[src/rtl/mul_add_16bit.sv]
// mul_add_16bit: sequential 16x16 unsigned multiply-add, product = A*B + C.
// Radix-2 shift-add over 16 cycles. It also rebuilds a dividend from
// (quotient, divisor, remainder) produced by the 16-bit divider.
//
// Handshake (start/busy/done):
//   - start is sampled on a rising edge. It is accepted when the engine is
//     IDLE or DONE. A, B and C are captured on that same edge.
//   - busy is high for the 16 CALC cycles that follow the accepting edge.
//     A start seen while busy is dropped. It is neither queued nor captured.
//   - done is high for exactly one cycle. In that cycle product holds the
//     new result. product then stays unchanged until the next completion.
//   - busy and done are never high together.
//   - A controller that holds start high through DONE gets one result every
//     17 edges.
module mul_add_16bit (
  input  logic        clk,
  input  logic        rst_n,
  input  logic        start,
  input  logic [15:0] A,
  input  logic [15:0] B,
  input  logic [15:0] C,
  output logic        busy,
  output logic        done,
  output logic [31:0] product,
  output logic [1:0]  dbg_state
);

  typedef enum logic [1:0] {
    S_IDLE = 2'd0,
    S_CALC = 2'd1,
    S_DONE = 2'd2
  } state_e;

  state_e      state_q, state_d;
  logic [3:0]  cnt_q, cnt_d;
  logic [15:0] a_q, a_d;
  logic [15:0] b_q, b_d;
  logic [31:0] acc_q, acc_d;
  logic [31:0] product_q, product_d;

  logic        accept;
  logic        last_iter;
  logic [31:0] partial;
  logic [31:0] acc_sum;

  // A new operation is taken only from IDLE or from the single DONE cycle.
  assign accept    = start && ((state_q == S_IDLE) || (state_q == S_DONE));
  assign last_iter = (cnt_q == 4'd15);

  // Shift-add step: add A shifted by the bit index when that bit of B is set.
  // The worst case is 0xFFFF*0xFFFF + 0xFFFF = 0xFFFF0000, so the
  // accumulator cannot carry out of 32 bits.
  always_comb begin
    partial = 32'd0;
    if (b_q[cnt_q]) begin
      partial = {16'd0, a_q} << cnt_q;
    end
    acc_sum = acc_q + partial;
  end

  // FSM state register.
  always_ff @(posedge clk or negedge rst_n) begin
    if (!rst_n) begin
      state_q <= S_IDLE;
    end else begin
      state_q <= state_d;
    end
  end

  // FSM next-state logic.
  always_comb begin
    state_d = state_q;
    unique case (state_q)
      S_IDLE: begin
        if (start) begin
          state_d = S_CALC;
        end
      end
      S_CALC: begin
        if (last_iter) begin
          state_d = S_DONE;
        end
      end
      S_DONE: begin
        state_d = start ? S_CALC : S_IDLE;
      end
      default: begin
        state_d = S_IDLE;
      end
    endcase
  end

  // FSM outputs: busy, done and the debug state are direct decodes of the state.
  always_comb begin
    busy      = 1'b0;
    done      = 1'b0;
    dbg_state = state_q;
    unique case (state_q)
      S_CALC:  busy = 1'b1;
      S_DONE:  done = 1'b1;
      default: begin
        busy = 1'b0;
        done = 1'b0;
      end
    endcase
  end

  // Datapath next-state logic.
  //   - On accept: capture the operands and seed the accumulator with C.
  //   - In CALC: do one shift-add step per cycle.
  //   - On the last step: also publish the final sum to product.
  always_comb begin
    a_d       = a_q;
    b_d       = b_q;
    acc_d     = acc_q;
    cnt_d     = cnt_q;
    product_d = product_q;
    if (accept) begin
      a_d   = A;
      b_d   = B;
      acc_d = {16'd0, C};
      cnt_d = 4'd0;
    end else if (state_q == S_CALC) begin
      acc_d = acc_sum;
      cnt_d = cnt_q + 4'd1;
      if (last_iter) begin
        product_d = acc_sum;
      end
    end
  end

  // Datapath registers. Reset clears everything, which aborts any operation
  // in flight without a done pulse.
  always_ff @(posedge clk or negedge rst_n) begin
    if (!rst_n) begin
      cnt_q     <= 4'd0;
      a_q       <= 16'd0;
      b_q       <= 16'd0;
      acc_q     <= 32'd0;
      product_q <= 32'd0;
    end else begin
      cnt_q     <= cnt_d;
      a_q       <= a_d;
      b_q       <= b_d;
      acc_q     <= acc_d;
      product_q <= product_d;
    end
  end

  assign product = product_q;

  // busy and done decode disjoint states, so they must never overlap.
  a_busy_done_exclusive: assert property (
    @(posedge clk) disable iff (!rst_n) !(busy && done)
  );

endmodule

[config.mk]
export PLATFORM = sky130hd
export DESIGN_NAME = mul_add_16bit
export DESIGN_NICKNAME = d
export VERILOG_FILES = /design/src/rtl/mul_add_16bit.sv
export SDC_FILE = /design/constraint.sdc
export NUM_CORES = 1
export LEC_CHECK = 0
export CORE_ASPECT_RATIO = 2
export CORE_MARGIN = 2
export CORE_UTILIZATION = 50
export DETAILED_ROUTE_END_ITERATION = 10
export DONT_BUFFER_PORTS = 1
export PLACE_DENSITY = 0.65
export SYNTH_ARGS = -nofsm -noshare
export SYNTH_HDL_FRONTEND = slang
export SYNTH_SLANG_ARGS = --single-unit
[constraint.sdc]
create_clock -name clk -period 5.3 [get_ports clk]
set_input_delay 1.06 -clock clk [delete_from_list [all_inputs] [get_ports clk]]
set_output_delay 1.06 -clock clk [all_outputs]
set_load 0.05 [all_outputs]
==> impl_metrics.env <==
export IMPL_syn_to_final_growth_pct=5.36
export IMPL_dieHeight_um=166
export IMPL_cts_sinks=102
export IMPL_ys_ff_latch=102
export IMPL_antenna_found_initial=0
export IMPL_clk_pin_slew_ps=80
export IMPL_setup_viol=0
export IMPL_max_stage_delay_ps=580
export IMPL_ys_async_sr_fraction=1.00
export IMPL_required_ps=5520
export IMPL_clkLatencyLatePin_ps=350
export IMPL_grt_max_degree=103
export IMPL_tightest_slew_ps=931
export IMPL_cts_root_buffer="clkbuf_16"
export IMPL_critPathKind="reg2reg"
export IMPL_synth_fp_nets=772
export IMPL_synth_top_family_by_area="compound AO/OA/AOI/OAI gates"
export IMPL_initial_core_util=0.506
export IMPL_synth_seq_area_share=0.390
export IMPL_fin_skew_ps=14.1
export IMPL_end_kind="flip-flop"
export IMPL_maxSlewViolCount=0
export IMPL_synth_edf_count=0
export IMPL_die_x_um=84.9
export IMPL_overflow=0
export IMPL_fp_row_count=59
export IMPL_timing_final_crit_share=0.886
export IMPL_grt_pass1_wl_um=28600
export IMPL_crit_arrival_ps=4920
export IMPL_layout_common_cells="102 x dfrtp_1, 92 x nand2_1, 49 x o21ai_0, 48 x nor2_1, 45 x mux2_2"
export IMPL_nets=746
export IMPL_path_cells="buf_4, mux2_2, nor2_1, a21oi_1, mux2i_1, mux2_2, nor2_1, ha_1, a21oi_1, o21ai_0, a211oi_1, a21oi_2, or3b_1, a31oi_1, xor2_1, o21ai_1"
export IMPL_setup_tns_ps=0
export IMPL_yosysUniqueCellTypes=60
export IMPL_hold_class="in2async"
export IMPL_die_area_um2=14100
export IMPL_utilization=0.533
export IMPL_drive_gt1_frac=0.130
export IMPL_maxCapViolCount=0
export IMPL_cts_tree="built"
export IMPL_synth_main_ff_cell="dfrtp_1"
export IMPL_wirelength_um=18100
export IMPL_crit_fanout=28
export IMPL_ys_warn_count=0
export IMPL_status="completed"
export IMPL_hold_ws_ps=395
export IMPL_synth_fa_ha_area_frac=0.0643
export IMPL_cp_start_kind="flip-flop"
export IMPL_synth_compound_area_frac=0.201
export IMPL_vias=5180
export IMPL_first_pass_iters=5
export IMPL_ioPinCount=87
export IMPL_grt_pass1_vias=5417
export IMPL_rsz0062_at_grt="false"
export IMPL_post_drt_wl_per_cell_um=22.1
export IMPL_ant_nets=0
export IMPL_synthSimpleGateAreaFrac=0.130
export IMPL_cts_buffer_depth=2
export IMPL_io_buffers=0
export IMPL_netlist_area_um2=6540
export IMPL_n_antenna_cell=0
export IMPL_place_congestion=1.03
export IMPL_yosys_mux_area_fraction=0.140
export IMPL_h_tree_depth=3
export IMPL_min_period_ps=4700
export IMPL_cpMaxStageDelayCell="dfrtp_1"
export IMPL_drc=0
export IMPL_cts_hold_buf=0
export IMPL_place_hpwl_um=14200
export IMPL_final_common_cell="dfrtp_1"
export IMPL_slew_headroom=0.378
export IMPL_hold_viol=0
export IMPL_core_area_um2=12900
export IMPL_fmax_mhz=213
export IMPL_grt_usage=0.261
export IMPL_post_cts_resized=0
export IMPL_via_per_inst=6.32
export IMPL_syn_avg_cell_area_um2=9.50
export IMPL_cts_made_buffers=9
export IMPL_drtIter0Drc=260
export IMPL_synth_xor_area_frac=0.0415
export IMPL_synthesis_instances=688
export IMPL_post_cts_setup_buffers=0
==> synthesized netlist by cell type, types with 4 or more instances <==
| cell | instances | area share |
|---|---|---|
| mux2i_1 | 27 | 0.041 |
| nand4_1 | 8 | 0.0077 |
| xor2_1 | 14 | 0.019 |
| mux2_2 | 45 | 0.078 |
| o21ai_0 | 49 | 0.038 |
| nor2b_1 | 13 | 0.012 |
| mux4_2 | 6 | 0.021 |
| a22oi_1 | 14 | 0.016 |
| a21o_1 | 17 | 0.020 |
| o21ai_1 | 7 | 0.0054 |
| nand2_1 | 92 | 0.053 |
| buf_2 | 10 | 0.0077 |
| o21bai_1 | 7 | 0.0080 |
| buf_1 | 6 | 0.0034 |
| a21oi_1 | 41 | 0.031 |
| a22o_1 | 13 | 0.017 |
| a31oi_1 | 8 | 0.0077 |
| inv_1 | 8 | 0.0046 |
| nand3_1 | 7 | 0.0054 |
| clkbuf_1 | 26 | 0.015 |
| a211oi_1 | 16 | 0.018 |
| and3_1 | 4 | 0.0038 |
| ha_1 | 32 | 0.061 |
| xnor2_1 | 17 | 0.023 |
| dfrtp_1 | 102 | 0.39 |
| nor2_1 | 49 | 0.028 |
==> final timing paths <==
kind	endpoint	depth (start not counted)	slack (ps)	startpoint
setup / recovery	product[28]	16	600	cnt_q[0]
min in group clk	acc_q[0]	2	500	acc_q[0]
setup reg to reg	product[28]	16	600	cnt_q[0]
hold / removal	product[28]	0	390	rst_n
max in group asynchronous	acc_q[22]	0	4730	rst_n
hold reg to reg	acc_q[0]	2	500	acc_q[0]
==> layer usage <==
layer	global-route usage	vias to the layer above	share of wire
li1	-	2451	-
met1	0.262	2512	0.34
met2	0.494	162	0.57
met3	0.0349	55	0.033
met4	0.155	0	0.058
met5	0	-	0
==> sequential cells by signal (all words and copies together), names as in the netlist <==
signal and count:
acc_q 32, dbg_state 2, product 32, a_q 16, b_q 16, cnt_q 4
==> through the flow <==
| step | instance area, um^2 | cells | setup WS (ps) |
|---|---|---|---|
| global placement | 6610 | 803 | 612 |
| global route | 6890 | 819 | 345 |
| CTS | 6890 | 819 | 592 |
| finish | 6890 | 819 | 602 |
| floorplan | 6540 | 688 | 1290 |
| detailed placement | 6610 | 803 | 594 |
==> critical path, delay by kind of cell, from the launching register on <==
| kind | cells | cell delay (ps) |
|---|---|---|
| buf+inv | 1 | 390 |
| simple gates | 3 | 640 |
| fa+ha+maj | 1 | 340 |
| flops | 1 | 580 |
| compound gates | 7 | 1480 |
| mux | 3 | 740 |
| xor+xnor | 1 | 380 |
==> logic make-up after synthesis <==
family | Yosys count
AOI/OAI and AO/OA | 200
xor gates and xnor gates | 31
DFF | 102
buffers and inverters | 53
adders and majority gates | 33
and+or+nand+nor | 191
muxes | 78
==> final cells by class <==
cell class | instances | area, um^2
sequential | 102 | 2550
timing repair buffer | 6 | 45.0
fill | 1182 | 6030
clock inverter | 6 | 52.6
tap | 152 | 190
inverter | 10 | 37.5
multi-input combinational | 533 | 3780
clock buffer | 10 | 229
Power is left out: the tool's default activity adds up to more than one toggle a clock period on the data nets, which glitch-free logic cannot reach.
